===== src/rtl/pattern_detector_param_if.sv =====
// Serial pattern detector bus: bit stream, pattern load, detection controls
// and the registered detector outputs.
interface pattern_detector_param_if #(
  parameter int N     = 4,
  parameter int CNT_W = 8,
  parameter int FW    = $clog2(N + 1)
);
  logic             bit_valid;
  logic             bit_in;
  logic             pattern_load;
  logic [N-1:0]     pattern_in;
  logic             overlap;
  logic             clear_count;
  logic             match;
  logic [CNT_W-1:0] match_count;
  logic [FW-1:0]    fill;
  logic [N-1:0]     pattern_q;

  modport master (
    output bit_valid, bit_in, pattern_load, pattern_in, overlap, clear_count,
    input  match, match_count, fill, pattern_q
  );

  modport slave (
    input  bit_valid, bit_in, pattern_load, pattern_in, overlap, clear_count,
    output match, match_count, fill, pattern_q
  );
endinterface


===== src/rtl/pattern_detector_param.sv =====
// Parametrised serial bit-pattern detector with run-time loadable pattern,
// selectable overlapping/non-overlapping detection and a saturating counter.
module pattern_detector_param #(
  parameter int N     = 4,
  parameter int CNT_W = 8,
  parameter int FW    = $clog2(N + 1)
) (
  input logic                    clock,
  input logic                    resetn,
  pattern_detector_param_if.slave bus
);

  logic [N-1:0]     win_q, win_d, win_shift;
  logic [FW-1:0]    fill_q, fill_d, fill_inc;
  logic [N-1:0]     pat_q, pat_d;
  logic             match_q, match_d;
  logic [CNT_W-1:0] cnt_q, cnt_d;
  logic             hit;

  // Next-state: load beats bit consumption; clear_count never loses a same-edge hit
  always_comb begin
    win_shift = {win_q[N-2:0], bus.bit_in};
    fill_inc  = (fill_q == FW'(N)) ? fill_q : fill_q + 1'b1;
    hit       = bus.bit_valid && !bus.pattern_load &&
                (fill_inc == FW'(N)) && (win_shift == pat_q);

    win_d   = win_q;
    fill_d  = fill_q;
    pat_d   = pat_q;
    match_d = hit;
    cnt_d   = cnt_q;

    if (bus.pattern_load) begin
      pat_d  = bus.pattern_in;
      win_d  = '0;
      fill_d = '0;
    end else if (bus.bit_valid) begin
      win_d  = win_shift;
      // Non-overlapping mode restarts the fill so the next hit needs N fresh bits
      fill_d = (hit && !bus.overlap) ? '0 : fill_inc;
    end

    if (bus.clear_count) begin
      cnt_d = hit ? CNT_W'(1) : '0;
    end else if (hit && (cnt_q != '1)) begin
      cnt_d = cnt_q + 1'b1;
    end
  end

  // State registers with asynchronous active-low reset
  always_ff @(posedge clock or negedge resetn) begin
    if (!resetn) begin
      win_q   <= '0;
      fill_q  <= '0;
      pat_q   <= '0;
      match_q <= 1'b0;
      cnt_q   <= '0;
    end else begin
      win_q   <= win_d;
      fill_q  <= fill_d;
      pat_q   <= pat_d;
      match_q <= match_d;
      cnt_q   <= cnt_d;
    end
  end

  assign bus.match       = match_q;
  assign bus.match_count = cnt_q;
  assign bus.fill        = fill_q;
  assign bus.pattern_q   = pat_q;

endmodule


===== src/flat_wrapper.sv =====
// flat-port wrapper written by rule: the top's interface ports become plain ports
module pattern_detector_param_flat 
#(
  parameter int N     = 4,
  parameter int CNT_W = 8,
  parameter int FW    = $clog2(N + 1)
)
  (clock, resetn, bus_bit_valid, bus_bit_in, bus_pattern_load, bus_pattern_in, bus_overlap, bus_clear_count, bus_match, bus_match_count, bus_fill, bus_pattern_q);
  pattern_detector_param_if #(.N(N), .CNT_W(CNT_W), .FW(FW)) bus_i ();
  input logic clock;
  input logic resetn;
  input wire logic [$bits(bus_i.bit_valid)-1:0] bus_bit_valid;
  input wire logic [$bits(bus_i.bit_in)-1:0] bus_bit_in;
  input wire logic [$bits(bus_i.pattern_load)-1:0] bus_pattern_load;
  input wire logic [$bits(bus_i.pattern_in)-1:0] bus_pattern_in;
  input wire logic [$bits(bus_i.overlap)-1:0] bus_overlap;
  input wire logic [$bits(bus_i.clear_count)-1:0] bus_clear_count;
  output wire logic [$bits(bus_i.match)-1:0] bus_match;
  output wire logic [$bits(bus_i.match_count)-1:0] bus_match_count;
  output wire logic [$bits(bus_i.fill)-1:0] bus_fill;
  output wire logic [$bits(bus_i.pattern_q)-1:0] bus_pattern_q;
  assign bus_i.bit_valid = bus_bit_valid;
  assign bus_i.bit_in = bus_bit_in;
  assign bus_i.pattern_load = bus_pattern_load;
  assign bus_i.pattern_in = bus_pattern_in;
  assign bus_i.overlap = bus_overlap;
  assign bus_i.clear_count = bus_clear_count;
  assign bus_match = bus_i.match;
  assign bus_match_count = bus_i.match_count;
  assign bus_fill = bus_i.fill;
  assign bus_pattern_q = bus_i.pattern_q;
  pattern_detector_param #(.N(N), .CNT_W(CNT_W), .FW(FW)) u_core (.clock(clock), .resetn(resetn), .bus(bus_i));
endmodule

===== config.mk =====
export PLATFORM = sky130hd
export DESIGN_NAME = pattern_detector_param_flat
export DESIGN_NICKNAME = d
export VERILOG_FILES = /design/src/rtl/pattern_detector_param_if.sv /design/src/rtl/pattern_detector_param.sv /design/src/flat_wrapper.sv
export SDC_FILE = /design/constraint.sdc
export NUM_CORES = 1
export LEC_CHECK = 0
export ABC_AREA = 0
export ABC_CLOCK_PERIOD_IN_PS = 3800
export BUFFER_PORTS_ARGS = -buffer_cell sky130_fd_sc_hd__clkbuf_2
export CORE_UTILIZATION = 35
export DETAILED_ROUTE_END_ITERATION = 10
export SLEW_MARGIN = 0
export SYNTH_ARGS = -nofsm -noshare
export SYNTH_HDL_FRONTEND = slang
export SYNTH_SLANG_ARGS = --single-unit

===== constraint.sdc =====
create_clock -name clock -period 3.8 [get_ports clock]
set_input_delay 0.57 -clock clock [delete_from_list [all_inputs] [get_ports clock]]
set_output_delay 0.57 -clock clock [all_outputs]
set_load 0.02 [all_outputs]

==> impl_metrics.ini, run 1 <==
[yosys]
ys_types = 27
synth-edff-count = 0
synth_top_area_share_pct = 47.9
synth_largest_area_cell = dfrtp_1
async_reset_ff_share_pct = 100
synth_warnings = 0
netlist_area_um2 = 993
syn-num-nets = 114
avgSynthCellArea_um2 = 9.93
ys.flop_type = dfrtp_1
yosysMostFrequentCell = dfrtp_1
synth_area_leaders = dfrtp_1 48%, mux2_2 5.7%, xnor2_1 4.4%
syn_inst = 100
yosys_register_bits = 19
synthTopCellsByCount = 19 x dfrtp_1, 11 x nor2_1, 7 x nand2_1, 6 x a21oi_1
ys_seq_area_share_pct = 47.9

[placement]
hpwl_mm = 1.43
dp_cells = 151
place_ws_ns = 1.41
dpl_cell_area_um2 = 1130
gp_congestion = 0.729
port_buffers = 26

[sta]
finalCriticalPeriod_ns = 2.41
slew_violations = 0
skew_ns = 0.00583
tns_ns = 0
whs_ns = 0.205
fmax_mhz = 415
rsz0062_at_grt = no
hold_viol_final = 0
setup_slack_ns = 1.39
worst-slew-pin-transition_ns = 0.472
relSlewSlack_pct = 68.5
layout_worst_path_cycle_share_pct = 63.5
finalSetupViolCount = 0

[route]
vias_per_cell = 5.36
first_iter_violations = 23
num_vias = 831
dr.pass1.iters = 4
wirelength_mm = 1.96
drc = 0
avgRoutedWirePerCell_um = 12.6
wl_met2_um = 937
antenna_left = 0
top_layer = met4
met3_length_um = 55
wl_met1_um = 953

[grt]
antenna_found_initial = 0
grt_max_degree = 20
grt_pass1_vias = 762
grt_pass1_wl_mm = 3.34
globalRouteOverflowTotal = 0
grt_use_total_pct = 13.4

[worst_setup_path]
crit_path_end_kind = flop
cp_slowest_cell = or3_1
startpoint_type = flop
critPathMaxFanout = 17
path_cells = inv_1, ha_1, nor2b_1, mux2i_1, or3_1, or4_1, a21oi_1
reg2reg_to = u_core.bus.match_count[5]$_DFFE_PN0P_
r2r-start = u_core.bus.fill[0]$_DFFE_PN0P_
worstPathArrival_ns = 2.65
critical_path_required_ns = 4.03
r2r_slack_ns = 1.39
criticalPathCategory = reg2reg
r2r_cells = 7
critical-path-max-stage-delay_ns = 0.56

[floorplanning]
io_pins = 27
core-area_um2 = 2570
die-width_um = 55.3
dieHeight_um = 55.3
start_util_pct = 38.7
num_rows = 18
die-area_um2 = 3060

[cells_and_area]
final_nets = 140
n_antenna_cell = 0
area_growth_pct = 17.1
final_cells = 155
fin_util_pct = 45.3
final-seq-area_um2 = 475
drive_above_1_share_pct = 28.8
nFillCells = 263
post-route-cell-area_um2 = 1160
multi_input_area_um2 = 475

[cts]
clk_pin_slew_worst_paths_ns = 0.12
h-tree-depth = 1
cts_setup_buffers = 0
cts_tree = done
root_buffer = clkbuf_4
postCtsHoldBufs = 0
cts_resized = 0
cts_inserted_buffers = 3
clk_latency_ns = 0.30
numClockSinks = 19
clock_path_buffers = 2

[power_and_ir_drop]
powerDensity_nw_per_um2 = 325
peakVddDrop_uv = 188
p_total_mw = 0.378
p_leak_nw = 0.540

[hold_path]
min_path_type = in2async

[flow_run]
maxCapViolCount = 0

[status]
status = complete, no violations
## worst max-delay path by stage
stage / startpoint / endpoint / slack (ns) / depth (start not counted)
floorplan: u_core.bus.fill[0]$_DFFE_PN0P_ / u_core.bus.match_count[7]$_DFFE_PN0P_ / 1.58 / 8
global placement: bus_pattern_load / u_core.bus.match_count[7]$_DFFE_PN0P_ / 1.49 / 6
detailed placement: u_core.bus.fill[0]$_DFFE_PN0P_ / u_core.bus.match_count[7]$_DFFE_PN0P_ / 1.41 / 7
CTS: u_core.bus.fill[0]$_DFFE_PN0P_ / u_core.bus.match_count[7]$_DFFE_PN0P_ / 1.38 / 7
global route: u_core.bus.fill[0]$_DFFE_PN0P_ / u_core.bus.match_count[5]$_DFFE_PN0P_ / 1.24 / 7
finish: u_core.bus.fill[0]$_DFFE_PN0P_ / u_core.bus.match_count[5]$_DFFE_PN0P_ / 1.39 / 7
## cells by family after synthesis
| logic type | Yosys count | share of synthesized area (%) |
|---|---|---|
| buf+inv | 9 | 4.28 |
| mux | 9 | 9.70 |
| simple gates | 38 | 19.4 |
| flops | 19 | 47.9 |
| xor+xnor | 5 | 4.41 |
| compound gates | 17 | 10.6 |
| fa+ha+maj | 3 | 3.78 |
## flip-flops by register name, summed over array words and instances, names as in the netlist
register,cells
u_core.bus.match,1
u_core.win_q,3
u_core.bus.pattern_q,4
u_core.bus.fill,3
u_core.bus.match_count,8
## worst max-delay path: cells and delay by family (launching register included)
family	cells	cell delay, ns
AND/OR/NAND/NOR	3	1.25
multiplexers	1	0.10
adder cells (fa/ha/maj)	1	0.32
AO/OA/AOI/OAI	1	0.15
flip-flops	1	0.44
buffers and inverters	1	0.10
## power breakdown
part	total [mW]	switching, mW	internal [mW]
registers	0.218	0.00807	0.210
clock network	0.106	0.0662	0.0400
logic	0.0542	0.0306	0.0236
total	0.378	0.105	0.273
## routing by layer
metal / up-vias / global-route usage [%]
met5: - / 0
met4: 0 / 4.29
met3: 2 / 2.11
met2: 13 / 22.0
met1: 413 / 18.1
li1: 403 / -
## placed cells by master (no fill, tap or decap), drive strengths merged, types with 2 or more instances in the layout
cell type,instances
clkbuf,29
mux2,5
o31ai,2
nor3,2
inv,4
mux2i,4
nand4,4
nand3,3
xnor2,5
or4,2
ha,3
a21oi,6
nand2,7
o21ai,5
or3,4
nor2b,2
dfrtp,19
nor2,11
## area by class of cell
cell class | instances | area share [%]
clock inverter | 1 | 0.645
tap | 30 | 3.23
multi-input combinational | 72 | 40.9
inverter | 4 | 1.29
clock buffer | 3 | 1.94
timing repair buffer | 26 | 11.2
sequential | 19 | 40.9
Note: power is estimated with default switching activity, not from simulation.
==> run 2, diff against run 1 <==
- ABC_CLOCK_PERIOD_IN_PS: 3800 -> 2200
- clock period: 3.8 -> 2.2 ns (I/O delays scaled with it)
==> run 2 against run 1 <==
  * Maximum frequency increased by 14%
  * Sequential power rose by 72%
  * Register-to-register slack worse by 1.3 ns
  * Largest cell class is now multi-input gates
  * Final area grew 7.0%
  * Critical path type unchanged
  * Highest routed layer unchanged
  * Via count is 2.6% higher
==> impl_metrics.ini, run 2 (same netlist as run 1, synthesis figures left out) <==
[cells_and_area]
final_nets = 148
area_growth_pct = 25.3
layout_commonest_cell = clkbuf_2
largest_reg_flops = 8
mostFrequentLayoutCells = 26 x clkbuf_2, 18 x dfrtp_1, 11 x nor2_1
drive_above_1_share_pct = 36.8
n_antenna_cell = 0

[grt]
grt_pass1_vias = 861
grt_max_degree = 20
grt_use_total_pct = 15.4
grt_pass1_wl_mm = 3.78
antenna_found_initial = 0
globalRouteOverflowTotal = 0

[floorplanning]
start_util_pct = 38.7
die-width_um = 55.3
io_pins = 27
num_rows = 18
dieHeight_um = 55.3
die-area_um2 = 3060
core-area_um2 = 2570

[sta]
fmax_mhz = 473
slew_violations = 0
worst-slew-pin-transition_ns = 0.491
tns_ns = 0
rsz0062_at_grt = yes
hold_viol_final = 0
skew_ns = 0.00472
layout_worst_path_cycle_share_pct = 96.1
finalSetupViolCount = 0
finalCriticalPeriod_ns = 2.11
relSlewSlack_pct = 67.3
whs_ns = 0.244

[cts]
h-tree-depth = 1
cts_tree = done
clock_path_buffers = 2
cts_inserted_buffers = 3
numClockSinks = 19
clk_pin_slew_worst_paths_ns = 0.12
root_buffer = clkbuf_4
clk_latency_ns = 0.31

[route]
first_iter_violations = 9
wirelength_mm = 2.13
dr.pass1.iters = 4
drc = 0
avgRoutedWirePerCell_um = 13.1
num_vias = 853
antenna_left = 0
vias_per_cell = 5.23

[worst_setup_path]
critical_path_required_ns = 2.44
startpoint_type = flop
r2r_cells = 7
critPathMaxFanout = 8
crit_path_end_kind = flop
r2r-start = u_core.bus.fill[0]$_DFFE_PN0P_
reg2reg_to = u_core.bus.match_count[5]$_DFFE_PN0P_
r2r_slack_ns = 0.09
worstPathArrival_ns = 2.35
criticalPathCategory = reg2reg

[placement]
gp_congestion = 0.765
port_buffers = 26
hpwl_mm = 1.58

[hold_path]
hold_path_depth = 2
min_path_type = in2reg
hold_path_end = u_core.bus.pattern_q[1]$_DFFE_PN0P_
hold_start = bus_pattern_in[1]

[power_and_ir_drop]
powerDensity_nw_per_um2 = 535
p_leak_nw = 0.580
peakVddDrop_uv = 378

[status]
status = complete, no violations

[flow_run]
maxCapViolCount = 0
==> run 2: cell types whose count changed in the layout (fill, tap and decap cells not counted), sizes merged <==
cell,change
clkinvlp,-1
dlygate4sd3,+1
buf,+7
clkinv,+1
==> run 2: cell type report <==
| type | count | area (um^2) |
|---|---|---|
| multi-input combinational | 72 | 495 |
| clock buffer | 3 | 22.5 |
| timing repair buffer | 34 | 193 |
| clock inverter | 1 | 5.00 |
| sequential | 19 | 477 |
| inverter | 4 | 15.0 |
| fill | 267 | 1320 |
| tap | 30 | 37.5 |
==> run 2: critical path, cell delays in order, from the launching register on <==
cell and delay, ns:
dfrtp_2 0.45, inv_2 0.07, ha_1 0.15, nand3b_1 0.12, o2111ai_2 0.14, or3_4 0.46, or4_1 0.51, a21oi_1 0.15
==> run 2: worst max path at each step <==
stage,endpoint,cells past startpoint,slack (ns),start
6_report,u_core.bus.match_count[5]$_DFFE_PN0P_,7,0.09,u_core.bus.fill[0]$_DFFE_PN0P_
5_1_grt,u_core.bus.match_count[2]$_DFFE_PN0P_,8,0.0002,u_core.bus.fill[0]$_DFFE_PN0P_
4_1_cts,u_core.bus.match_count[5]$_DFFE_PN0P_,7,0.05,u_core.bus.fill[0]$_DFFE_PN0P_
3_5_place_dp,u_core.bus.match_count[5]$_DFFE_PN0P_,7,0.02,u_core.bus.fill[0]$_DFFE_PN0P_
3_3_place_gp,u_core.bus.match_count[7]$_DFFE_PN0P_,7,0.07,u_core.bus.fill[0]$_DFFE_PN0P_
2_1_floorplan,u_core.bus.match_count[7]$_DFFE_PN0P_,8,0.03,u_core.bus.fill[1]$_DFFE_PN0P_
==> run 2: metal layers <==
| layer | wire, um | share of wire [%] | global-route usage [%] |
|---|---|---|---|
| met1 | 969 | 46 | 20.1 |
| met2 | 1010 | 48 | 24.3 |
| met3 | 118 | 5.5 | 5.15 |
| met4 | 25 | 1.2 | 4.29 |
| met5 | 0 | 0 | 0 |
==> run 2: what timing repair did <==
| item | CTS | global route |
|---|---|---|
| buffers inserted | 0 | 0 |
| endpoints found under the setup margin | 5 | 6 |
| gates cloned | 0 | 0 |
| gates resized for setup | 1 | 5 |
| hold buffers | 1 | 0 |
| hold endpoints to repair | 19 | 0 |
| pin swaps | 0 | 2 |
==> run 2: where the power goes <==
part | internal [mW] | leakage, nW | switching (mW)
Combinational | 0.0485 | 0.310 | 0.0563
Clock | 0.0679 | 0.0177 | 0.117
Sequential | 0.363 | 0.253 | 0.0139
Total | 0.479 | 0.580 | 0.187
==> run 2: per-stage QoR <==
step / std cells / utilization [%] / setup slack (ns) / cell area, um^2 / power [mW]
floorplan: 100 / - / 0.0348 / 995 / 0.442
global placement: 158 / 46.2 / 0.0668 / 1190 / 0.483
detailed placement: 158 / 46.2 / 0.0189 / 1190 / 0.486
CTS: 163 / 47.9 / 0.0509 / 1230 / 0.672
global route: 163 / 48.5 / 0.000214 / 1240 / 0.696
finish: 163 / 48.5 / 0.0857 / 1240 / 0.666
==> run 3, diff against run 2 <==
- PLACE_DENSITY: not set -> 0.64
==> run 3 against run 2 <==
  * Maximum frequency is 0.85% higher
  * Global-route usage is 0.30 points lower
  * Register-to-register slack improved by 0.02 ns
==> impl_metrics.ini, run 3 (same netlist as run 1, synthesis figures left out) <==
[cts]
clk_latency_ns = 0.30
h-tree-depth = 1
root_buffer = clkbuf_4
cts_inserted_buffers = 3
clock_path_buffers = 2
cts_tree = done
clk_pin_slew_worst_paths_ns = 0.11
numClockSinks = 19

[grt]
grt_use_total_pct = 15.1
grt_pass1_wl_mm = 3.71
globalRouteOverflowTotal = 0
grt_pass1_vias = 805
grt_max_degree = 20
antenna_found_initial = 0

[route]
dr.pass1.iters = 4
num_vias = 865
wirelength_mm = 2.29
first_iter_violations = 9
antenna_left = 0
avgRoutedWirePerCell_um = 13.9
vias_per_cell = 5.24
drc = 0

[floorplanning]
num_rows = 18
start_util_pct = 38.7
io_pins = 27
die-area_um2 = 3060
die-width_um = 55.3
core-area_um2 = 2570
dieHeight_um = 55.3

[sta]
finalSetupViolCount = 0
layout_worst_path_cycle_share_pct = 95.3
setup_slack_ns = 0.103
rsz0062_at_grt = no
tns_ns = 0
slew_violations = 0
whs_ns = 0.255
fmax_mhz = 477
relSlewSlack_pct = 68.7
worst-slew-pin-transition_ns = 0.470
hold_viol_final = 0
finalCriticalPeriod_ns = 2.10
skew_ns = 0.00149

[worst_setup_path]
r2r-start = u_core.bus.fill[0]$_DFFE_PN0P_
criticalPathCategory = reg2reg
path_cells = ha_1, nand3b_1, o2111ai_2, or3_4, or4_4, a21oi_2
r2r_slack_ns = 0.10
cp_slowest_cell = or4_4
crit_family = simple AND/OR/NAND/NOR gates
critPathMaxFanout = 6
critical_path_required_ns = 2.43
r2r_cells = 6
critPathBufInv = 0
critical-path-max-stage-delay_ns = 0.53
crit_path_end_kind = flop
worstPathArrival_ns = 2.33
startpoint_type = flop
reg2reg_to = u_core.bus.match_count[5]$_DFFE_PN0P_

[cells_and_area]
layout_commonest_cell = clkbuf_2
area_growth_pct = 29.2
final-seq-area_um2 = 477
nFillCells = 255
fin_util_pct = 50.0
multi_input_area_um2 = 527
largest_reg_flops = 8
n_antenna_cell = 0
final_cells = 165
post-route-cell-area_um2 = 1280
final_nets = 150
drive_above_1_share_pct = 40.7
mostFrequentLayoutCells = 26 x clkbuf_2, 18 x dfrtp_1, 11 x nor2_1

[placement]
port_buffers = 26
hpwl_mm = 1.63
dpl_cell_area_um2 = 1190
dp_cells = 158
gp_congestion = 0.826
place_ws_ns = -0.0139

[status]
status = complete, no violations

[power_and_ir_drop]
p_total_mw = 0.668
peakVddDrop_uv = 462
powerDensity_nw_per_um2 = 521
p_leak_nw = 0.589

[hold_path]
hold_start = bus_pattern_in[1]
hold_path_depth = 2
min_path_type = in2reg
hold_path_end = u_core.bus.pattern_q[1]$_DFFE_PN0P_

[flow_run]
maxCapViolCount = 0
## run 3: cell types whose count changed in the layout (fill, tap and decap cells not counted), sizes merged
cell	before	now
or3	4	5
buf	7	8
## run 3: worst max-delay path by stage
stage / depth (start not counted) / to / startpoint / slack, ns
after floorplan: 8 / u_core.bus.match_count[7]$_DFFE_PN0P_ / u_core.bus.fill[1]$_DFFE_PN0P_ / 0.03
after global placement: 8 / u_core.bus.match_count[2]$_DFFE_PN0P_ / u_core.bus.fill[0]$_DFFE_PN0P_ / 0.03
after detailed placement: 7 / u_core.bus.match_count[6]$_DFFE_PN0P_ / u_core.bus.fill[0]$_DFFE_PN0P_ / -0.01
after CTS: 7 / u_core.bus.match_count[6]$_DFFE_PN0P_ / u_core.bus.fill[0]$_DFFE_PN0P_ / 0.05
after global routing: 7 / u_core.bus.match_count[5]$_DFFE_PN0P_ / u_core.bus.fill[1]$_DFFE_PN0P_ / 0.02
final: 6 / u_core.bus.match_count[5]$_DFFE_PN0P_ / u_core.bus.fill[0]$_DFFE_PN0P_ / 0.10
## run 3: cell type report
class	instances	area share [%]
Multi-Input combinational cell	73	41.0
Sequential cell	19	37.1
Timing Repair Buffer	35	15.6
Tap cell	30	2.92
Clock buffer	3	1.75
Inverter	4	1.17
Clock inverter	1	0.390
## run 3: layer usage
layer,track usage [%],share of wire (%),vias up
met4,6.43,0.83,0
met1,20.8,45,421
met2,24.3,52,15
met3,1.41,2.4,2
li1,-,-,427
met5,0,0,-
## run 3: power breakdown
group          total [mW]  switching, mW  internal (mW)
sequential          0.376         0.0133          0.363
combinational       0.111         0.0589         0.0524
clock               0.181          0.114         0.0677
## run 3: timing repair
item	4_1_cts	5_1_grt
buffers inserted	0	1
setup endpoints to repair	5	5
resized for setup	1	8
pin swaps	0	1
hold buffers	1	0
endpoints found under the hold margin	19	0
cloned	0	1
